$ cat src/rtl/mem_arbiter.sv
// Two-requester (fetch / load-store) arbiter in front of a single-outstanding memory port.
// Round-robin tie-break, registered responses, sticky timeout error.
module mem_arbiter #(
    parameter int unsigned ADDR_W  = 64,
    parameter int unsigned DATA_W  = 64,
    parameter int unsigned TIMEOUT = 255
) (
    input  logic                  clk,
    input  logic                  rst,
    input  logic                  ifu_req_valid,
    output logic                  ifu_req_ready,
    input  logic [ADDR_W-1:0]     ifu_addr,
    output logic                  ifu_resp_valid,
    output logic [DATA_W-1:0]     ifu_rdata,
    input  logic                  lsu_req_valid,
    output logic                  lsu_req_ready,
    input  logic                  lsu_wen,
    input  logic [ADDR_W-1:0]     lsu_addr,
    input  logic [DATA_W-1:0]     lsu_wdata,
    input  logic [DATA_W/8-1:0]   lsu_wmask,
    output logic                  lsu_resp_valid,
    output logic [DATA_W-1:0]     lsu_rdata,
    output logic                  mem_ren,
    output logic                  mem_wen,
    output logic [ADDR_W-1:0]     mem_addr,
    output logic [DATA_W-1:0]     mem_wdata,
    output logic [DATA_W/8-1:0]   mem_wmask,
    input  logic                  mem_done,
    input  logic [DATA_W-1:0]     mem_rdata,
    output logic                  err
);
    localparam int unsigned MASK_W = DATA_W / 8;
    localparam int unsigned CNT_W  = (TIMEOUT < 2) ? 1 : $clog2(TIMEOUT + 1);

    typedef enum logic [1:0] {
        S_IDLE  = 2'd0,
        S_ISSUE = 2'd1,
        S_WAIT  = 2'd2
    } state_e;

    state_e              state_q, state_d;
    logic                last_lsu_q, last_lsu_d;
    logic                owner_lsu_q, owner_lsu_d;
    logic                wen_q, wen_d;
    logic [ADDR_W-1:0]   addr_q, addr_d;
    logic [DATA_W-1:0]   wdata_q, wdata_d;
    logic [MASK_W-1:0]   wmask_q, wmask_d;
    logic [CNT_W-1:0]    cnt_q, cnt_d;
    logic                err_q, err_d;
    logic                mem_ren_q, mem_ren_d;
    logic                mem_wen_q, mem_wen_d;
    logic                ifu_resp_q, ifu_resp_d;
    logic                lsu_resp_q, lsu_resp_d;
    logic [DATA_W-1:0]   ifu_rdata_q, ifu_rdata_d;
    logic [DATA_W-1:0]   lsu_rdata_q, lsu_rdata_d;
    logic                grant_lsu;
    logic                resp_now;
    logic [DATA_W-1:0]   resp_data;

    // Next-state, grant and response logic; ready is a same-cycle handshake.
    always_comb begin
        state_d       = state_q;
        last_lsu_d    = last_lsu_q;
        owner_lsu_d   = owner_lsu_q;
        wen_d         = wen_q;
        addr_d        = addr_q;
        wdata_d       = wdata_q;
        wmask_d       = wmask_q;
        cnt_d         = cnt_q;
        err_d         = err_q;
        mem_ren_d     = 1'b0;
        mem_wen_d     = 1'b0;
        ifu_resp_d    = 1'b0;
        lsu_resp_d    = 1'b0;
        ifu_rdata_d   = ifu_rdata_q;
        lsu_rdata_d   = lsu_rdata_q;
        ifu_req_ready = 1'b0;
        lsu_req_ready = 1'b0;
        grant_lsu     = 1'b0;
        resp_now      = 1'b0;
        resp_data     = '0;

        case (state_q)
            S_IDLE: begin
                if (ifu_req_valid || lsu_req_valid) begin
                    // LSU wins a tie only when IFU was granted last.
                    grant_lsu     = lsu_req_valid && (!ifu_req_valid || !last_lsu_q);
                    lsu_req_ready = grant_lsu;
                    ifu_req_ready = !grant_lsu;
                    last_lsu_d    = grant_lsu;
                    owner_lsu_d   = grant_lsu;
                    wen_d         = grant_lsu && lsu_wen;
                    addr_d        = grant_lsu ? lsu_addr  : ifu_addr;
                    wdata_d       = grant_lsu ? lsu_wdata : '0;
                    wmask_d       = grant_lsu ? lsu_wmask : '0;
                    mem_wen_d     = grant_lsu && lsu_wen;
                    mem_ren_d     = !(grant_lsu && lsu_wen);
                    state_d       = S_ISSUE;
                end
            end
            S_ISSUE: begin
                cnt_d   = '0;
                state_d = S_WAIT;
            end
            S_WAIT: begin
                if (mem_done) begin
                    resp_now  = 1'b1;
                    resp_data = wen_q ? '0 : mem_rdata;
                end else if (cnt_q == CNT_W'(TIMEOUT - 1)) begin
                    resp_now  = 1'b1;
                    err_d     = 1'b1;
                end else begin
                    cnt_d = cnt_q + CNT_W'(1);
                end
                if (resp_now) begin
                    state_d    = S_IDLE;
                    ifu_resp_d = !owner_lsu_q;
                    lsu_resp_d = owner_lsu_q;
                    if (owner_lsu_q) begin
                        lsu_rdata_d = resp_data;
                    end else begin
                        ifu_rdata_d = resp_data;
                    end
                end
            end
            default: state_d = S_IDLE;
        endcase
    end

    always_ff @(posedge clk) begin
        if (rst) begin
            state_q     <= S_IDLE;
            last_lsu_q  <= 1'b0;
            owner_lsu_q <= 1'b0;
            wen_q       <= 1'b0;
            addr_q      <= '0;
            wdata_q     <= '0;
            wmask_q     <= '0;
            cnt_q       <= '0;
            err_q       <= 1'b0;
            mem_ren_q   <= 1'b0;
            mem_wen_q   <= 1'b0;
            ifu_resp_q  <= 1'b0;
            lsu_resp_q  <= 1'b0;
            ifu_rdata_q <= '0;
            lsu_rdata_q <= '0;
        end else begin
            state_q     <= state_d;
            last_lsu_q  <= last_lsu_d;
            owner_lsu_q <= owner_lsu_d;
            wen_q       <= wen_d;
            addr_q      <= addr_d;
            wdata_q     <= wdata_d;
            wmask_q     <= wmask_d;
            cnt_q       <= cnt_d;
            err_q       <= err_d;
            mem_ren_q   <= mem_ren_d;
            mem_wen_q   <= mem_wen_d;
            ifu_resp_q  <= ifu_resp_d;
            lsu_resp_q  <= lsu_resp_d;
            ifu_rdata_q <= ifu_rdata_d;
            lsu_rdata_q <= lsu_rdata_d;
        end
    end

    assign ifu_resp_valid = ifu_resp_q;
    assign ifu_rdata      = ifu_rdata_q;
    assign lsu_resp_valid = lsu_resp_q;
    assign lsu_rdata      = lsu_rdata_q;
    assign mem_ren        = mem_ren_q;
    assign mem_wen        = mem_wen_q;
    assign mem_addr       = addr_q;
    assign mem_wdata      = wdata_q;
    assign mem_wmask      = wmask_q;
    assign err            = err_q;

endmodule

$ cat config.mk
export PLATFORM = sky130hd
export DESIGN_NAME = mem_arbiter
export DESIGN_NICKNAME = d
export VERILOG_FILES = /design/src/rtl/mem_arbiter.sv
export SDC_FILE = /design/constraint.sdc
export NUM_CORES = 1
export LEC_CHECK = 0
export CORE_AREA = 2 2 209 211
export CTS_CLUSTER_SIZE = 20
export DETAILED_ROUTE_END_ITERATION = 7
export DIE_AREA = 0 0 211 213
export GPL_ROUTABILITY_DRIVEN = 1
export PLACE_DENSITY = 0.63
export SYNTH_ARGS = -nofsm -noshare
export SYNTH_HDL_FRONTEND = slang
export SYNTH_SLANG_ARGS = --single-unit
$ cat constraint.sdc
create_clock -name clk -period 1.5 [get_ports clk]
set_input_delay 0.15 -clock clk [delete_from_list [all_inputs] [get_ports clk]]
set_output_delay 0.15 -clock clk [all_outputs]
set_load 0.02 [all_outputs]
==> metrics.txt, run 1 <==
CTS tree=built; initial antenna violation count=3; max_cap viols=0; failing checks=negative setup slack; Yosys reg bits=281; drt total wl=44700 µm; most frequent cells in the layout=276 x dfxtp_1, 268 x clkdlybuf4s50_1, 232 x dlygate4sd2_1, 145 x nor2_1, 128 x a32o_1; Clock transition at path regs=0.06 ns; r2r worst-path depth=4; post-layout minimum cycle time=1.72 ns; CTS Buf Count=31; min-delay src=rst; clk_lat worst skew=0.58 ns; sequential area share after synthesis=59.1%; most common cell after layout, fill and taps aside=dfxtp_1; Placement Rows=76; global routing's busiest layer=met2; ys flop type=dfxtp_1; static leakage=7.66 nW; Synth Instances=846; Fin. Hold Viols=0; Die Height=213 µm; Worst Setup Path Type=flip-flop to flip-flop; largest net degree at the start of global routing=70; global-route total usage across every layer=17.0%; DR DRC count=0; worst ir drop on vdd=0.922 mV; CTS HTree Levels=1; Worst Path Arrival=2.16 ns; M1 GR Usage=18.2%; met2 usage=30.8%; first-pass GRT wire length=58700 µm; post-route cell area=17900 µm²; vias post-DR=10.1k; Startpoint Class=flip-flop; root buffer cell=clkbuf_16; final setup violation count=266; status=finished, violations left; drt first-iter violations=1000; Setup TNS=-33.86 ns; hold path depth=3; Initial Util=22.3%; WHS Endpoint=cnt_q[1]$_SDFFE_PP0P_; average cell area after synthesis=11.2 µm²; Max Freq=0.581 GHz; Placeable Area=42700 µm²; Tcrit/Tclk final=115%; clock sink count=281; Yosys cell types=41; syn nets=1118; Layout area overhead=88.1%; DP Wirelength=29900 µm; CP Capture Type=flip-flop; met3 GRT Util=5.69%; setup slack, reg-to-reg=-0.22 ns; XOR/XNOR Fraction of Synth Area=0.184%; Crit path required time=1.94 ns; drt wl/cell=22.2 µm; Setup WS post-layout=-0.222 ns; CP max FO=35; Reg2Reg Launch Point=state_q[0]$_SDFFE_PP0P_; maximum clock path buffer count=3; simple-gate share of the synthesized area=8.15%; Boundary Pins=541; Initial DRT Pass Iterations=7; GRT overflow=0; post-synthesis adder-cell area fraction=0.263%; vias per cell=5.00; hold buffers post-CTS=0; ys async rst share=0%; Post-Syn Area=9510 µm²; Yosys warning count=0; Final Wtd Congestion=0.883; vias in the first global route=9811; DIE WIDTH=211 µm; compound-gate portion of the synthesized area=27.2%; Slew Viols, Final=0; WHS=0.0319 ns; PD cells=1090 nW/µm²; share of layout cells above drive strength 1=16.4%; FF-to-FF End=mem_addr[23]$_SDFFE_PP0P_; number of I/O port buffers=540; Worst Max-Slew Pin Slew=0.419 ns; RSZ-0062 raised after global routing=true; dpl cell area=16000 µm²; Slew HR=72.0%; Layout Nets=1715; Final Skew=0.0237 ns; EDFF count, synth=0; worst min path class=input pin to flip-flop; die area=44900 µm²; Routed Antenna Nets=0; largest family of logic cells by synthesized area=compound AO/OA/AOI/OAI gates; mux cell area share after synthesis=0.342%
## worst max-delay path, stage by stage, from the launching register on
cell and delay [ns]:
dfxtp_4 0.39, or3_4 0.46, buf_16 0.20, a222oi_1 0.41, nor2_1 0.08
## per-stage QoR
stage	std cells	setup WS [ns]	power, mW	utilization (%)
floorplan	846	-0.0304	9.73	-
global placement	1907	-0.513	11.8	37.6
detailed placement	1907	-0.480	11.8	37.6
CTS	1980	-0.224	19.1	40.0
global route	2013	-0.277	20.2	41.9
finish	2013	-0.222	19.5	41.9
## sequential cells by signal (all words and copies together), names as in the netlist, 2 cells and up
name / cells
ifu_rdata: 64
mem_wdata: 64
mem_addr: 64
mem_wmask: 8
cnt_q: 8
state_q: 2
lsu_rdata: 64
## how the worst max path moves through the flow
| stage | start | to | slack, ns |
|---|---|---|---|
| floorplan | state_q[0]$_SDFFE_PP0P_ | mem_addr[34]$_SDFFE_PP0P_ | -0.03 |
| global placement | lsu_req_valid | ifu_req_ready | -0.51 |
| detailed placement | ifu_req_valid | mem_addr[15]$_SDFFE_PP0P_ | -0.48 |
| CTS | owner_lsu_q$_SDFFE_PP0P_ | ifu_req_ready | -0.22 |
| global route | owner_lsu_q$_SDFFE_PP0P_ | mem_addr[3]$_SDFFE_PP0P_ | -0.28 |
| finish | state_q[0]$_SDFFE_PP0P_ | mem_addr[23]$_SDFFE_PP0P_ | -0.22 |
## Yosys cell counts, types with 3 or more instances
cell type / number / area [µm²]
o211ai_1: 3 / 22.5
a21oi_1: 5 / 25.0
nor2_1: 146 / 548
dfxtp_1: 281 / 5630
inv_1: 3 / 11.3
nand2_1: 6 / 22.5
buf_6: 4 / 45.0
nor3b_1: 3 / 22.5
a222oi_1: 64 / 641
clkbuf_1: 49 / 184
a32o_1: 128 / 1280
buf_2: 42 / 210
nand3_1: 3 / 15.0
nand2b_1: 3 / 18.8
nor3_1: 4 / 20.0
a22oi_1: 72 / 541
## final cells by class
class,count,area [µm²]
multi-input combinational,467,3710
antenna,1,2.50
tap,546,683
clock inverter,15,120
fill,4171,24800
timing repair buffer,659,6870
sequential,281,5640
clock buffer,41,853
inverter,3,11.3
## timing repair
item | CTS | global route
endpoints found under the setup margin | 539 | 291
resized for setup | 351 | 60
gates cloned | 6 | 24
setup buffers | 11 | 10
pin swaps | 20 | 54
## routing by layer
layer  routed length (µm)  up-vias
met4                 1820        4
met5                   25        -
li1                     -     4552
met1                16300     4899
met3                 4290       86
met2                22300      527
## cells by family (layout without fill, tap and decap cells)
kind of cell | after synthesis | count (layout)
flops | 281 | 281
other cells | 0 | 1
fa+ha+maj | 2 | 2
simple gates | 179 | 179
buf+inv | 98 | 718
compound gates | 281 | 281
xor+xnor | 2 | 2
mux | 3 | 3
## power by group
part	leakage [nW]	switching, mW	internal (mW)
logic	4.91	2.00	2.04
registers	2.29	0.229	7.84
clock network	0.469	3.19	4.16
No activity file was read; power rests on OpenSTA's default activity.
==> run 2, diff against run 1 <==
--- a/config.mk
+++ b/config.mk
@@ -11,6 +11,7 @@
 export DIE_AREA = 0 0 211 213
 export GPL_ROUTABILITY_DRIVEN = 1
 export PLACE_DENSITY = 0.63
+export SLEW_MARGIN = 20
 export SYNTH_ARGS = -nofsm -noshare
 export SYNTH_HDL_FRONTEND = slang
 export SYNTH_SLANG_ARGS = --single-unit
==> results of run 2 <==
No change in the layout: final DEF, timing and power equal those of run 1.
==> run 3, diff against run 2 <==
--- a/config.mk
+++ b/config.mk
@@ -10,7 +10,8 @@
 export DETAILED_ROUTE_END_ITERATION = 7
 export DIE_AREA = 0 0 211 213
 export GPL_ROUTABILITY_DRIVEN = 1
-export PLACE_DENSITY = 0.63
+export HOLD_SLACK_MARGIN = 0.03
+export PLACE_DENSITY = 0.57
 export SLEW_MARGIN = 20
 export SYNTH_ARGS = -nofsm -noshare
 export SYNTH_HDL_FRONTEND = slang
==> run 3 against run 2 <==
The flow finishes with violations (design-rule violations, negative setup slack). Wire length fell by 6.2%. Fmax is 2.4% lower. Setup slack worse by 0.042 ns. Total power increased by 2.1%. Die area unchanged. First-iteration DRC count shrank 8.0%. Combinational power shrank 6.0%. Cell count is 0.79% lower. Clock-buffer cell count is 10 higher. Sequential cell count unchanged. Worst hold slack improved by 0.21 ns. Critical path type is now flip-flop to output port. Largest power group unchanged. Highest routed layer unchanged.
==> metrics.txt, run 3 (synthesis gave the netlist of run 1 again) <==
CP max FO=3 (-91%); # diodes=0 (-1); Crit path required time=1.35 ns (-0.59 ns); post-route cell area=17600 µm² (-1.9%); Clock transition at path regs=0.05 ns (about the same); clk_lat worst skew=0.53 ns (-0.05 ns); initial antenna violation count=1 (-2); DR DRC count=6 (+6); Fin. Hold Viols=0 (unchanged); RSZ-0062 raised after global routing=true; GRT overflow=0 (unchanged); vias in the first global route=9809 (-0.020%); vias per cell=4.85 (-3.1%); drt wl/cell=21.0 µm (-5.5%); die area=44900 µm² (unchanged); final core utilization=41.1% (-0.80 points); CP Capture Type=output port; final setup violation count=257 (-3.4%); worst min path class=input pin to flip-flop; most common cell after layout, fill and taps aside=dfxtp_1; CTS HTree Levels=2 (+1); Boundary Pins=541 (unchanged); Routed Antenna Nets=0 (unchanged); Setup WS post-layout=-0.264 ns (-0.0419 ns); Placement Rows=76 (unchanged); max_cap viols=0 (unchanged); post-layout minimum cycle time=1.76 ns (+0.0419 ns); DIE WIDTH=211 µm (unchanged); Initial Util=22.3% (unchanged); drt total wl=41900 µm (-6.2%); worst ir drop on vdd=0.697 mV (-24%); failing checks=design-rule violations, negative setup slack; most frequent cells in the layout=276 x dfxtp_1, 267 x clkdlybuf4s50_1, 259 x dlygate4sd2_1, 146 x nor2_1, 128 x a32o_1; Die Height=213 µm (unchanged); maximum clock path buffer count=3 (unchanged); setup slack, reg-to-reg=-0.24 ns (-0.02 ns); clock sink count=281 (unchanged); Reg2Reg Launch Point=owner_lsu_q$_SDFFE_PP0P_; worst setup path startpoint=owner_lsu_q$_SDFFE_PP0P_; Slew Viols, Final=0 (unchanged); Startpoint Class=flip-flop; first-pass GRT wire length=60100 µm (+2.4%); Slew HR=58.2% (-14 points); status=finished, violations left; CTS tree=built; DP Wirelength=29500 µm (-1.3%); drt first-iter violations=920 (-8.0%); root buffer cell=clkbuf_16; Layout area overhead=84.5%; Layout Nets=1700 (-0.87%); Final Skew=0.0156 ns (-0.00810 ns); Tcrit/Tclk final=118% (+2.8 points); r2r worst-path depth=9 (+5); Worst Max-Slew Pin Slew=0.627 ns (+0.208 ns); global-route total usage across every layer=17.7% (+0.69 points); number of I/O port buffers=540 (unchanged); Placeable Area=42700 µm² (unchanged); CTS Buf Count=34 (+9.7%); Worst Setup Path Type=flip-flop to output port; static leakage=7.66 nW (about the same); Critical Path Sink=lsu_req_ready; dpl cell area=16100 µm² (+0.30%); PD cells=1130 nW/µm² (+4.1%); share of layout cells above drive strength 1=13.0% (-3.4 points); Max Freq=0.567 GHz (-2.4%); Worst Path Arrival=1.61 ns (-0.55 ns); largest net degree at the start of global routing=117 (+67%); vias post-DR=9683 (-3.8%); Final Wtd Congestion=0.769 (-13%); total chip power=19.9 mW (+2.1%); Initial DRT Pass Iterations=8 (+1); FF-to-FF End=mem_addr[36]$_SDFFE_PP0P_
[run 3: how the worst min path moves through the flow]
stage	endpoint	startpoint	cells after the start
final	mem_addr[42]$_SDFFE_PP0P_	lsu_addr[42]	3
after global placement	lsu_rdata[5]$_SDFFE_PP0P_	lsu_rdata[5]$_SDFFE_PP0P_	1
after detailed placement	lsu_rdata[3]$_SDFFE_PP0P_	lsu_rdata[3]$_SDFFE_PP0P_	1
after global routing	mem_addr[44]$_SDFFE_PP0P_	lsu_addr[44]	3
after CTS	mem_addr[42]$_SDFFE_PP0P_	lsu_addr[42]	3
after floorplan	mem_addr[0]$_SDFFE_PP0P_	lsu_addr[0]	2
[run 3: where the power goes]
part / switching [mW] / total (mW) / internal, mW
Clock: 3.14 / 8.03 / 4.90
Sequential: 0.207 / 8.05 / 7.84
Combinational: 1.88 / 3.79 / 1.91
Total: 5.22 / 19.9 / 14.6
[run 3: final cells by class]
type	instances	area (µm²)
Clock inverter	8	65.1
Multi-Input combinational cell	467	3590
Tap cell	546	683
Inverter	3	11.3
Timing Repair Buffer	641	6540
Clock buffer	51	1030
Fill cell	4209	25100
Sequential cell	281	5640
[run 3: repair_timing]
| item | CTS | global route |
|---|---|---|
| hold buffers | 1 | 0 |
| setup buffers | 12 | 4 |
| pin swaps | 14 | 37 |
| endpoints found under the setup margin | 538 | 277 |
| cloned | 10 | 3 |
| hold endpoints to repair | 5 | 0 |
| resized for setup | 315 | 32 |
[run 3: critical path: stages (launching register included)]
cell and delay [ns]:
dfxtp_2 0.33, a21boi_4 0.17, nor3b_4 0.29, buf_12 0.17
buf_8 0.11
[run 3: layer usage]
layer	share of wire (%)	track usage [%]	wire length (µm)	vias to the layer above
met3	9.6	6.07	4010	75
met2	50	31.4	20900	456
met5	0.031	0	13	-
met4	4.5	9.74	1900	2
li1	-	-	-	4499
met1	36	18.3	15100	4651
[run 3: per-stage QoR]
| step | TNS (ns) | worst slack [ns] | hold WS [ns] | cells |
|---|---|---|---|---|
| 2_1_floorplan | -1.31 | -0.0304 | 0.296 | 846 |
| 3_3_place_gp | -101.08 | -0.710 | 0.447 | 1909 |
| 3_5_place_dp | -97.18 | -0.634 | 0.453 | 1909 |
| 4_1_cts | -49.90 | -0.338 | 0.197 | 1991 |
| 5_1_grt | -62.32 | -0.345 | 0.222 | 1997 |
| 6_report | -40.80 | -0.264 | 0.239 | 1997 |
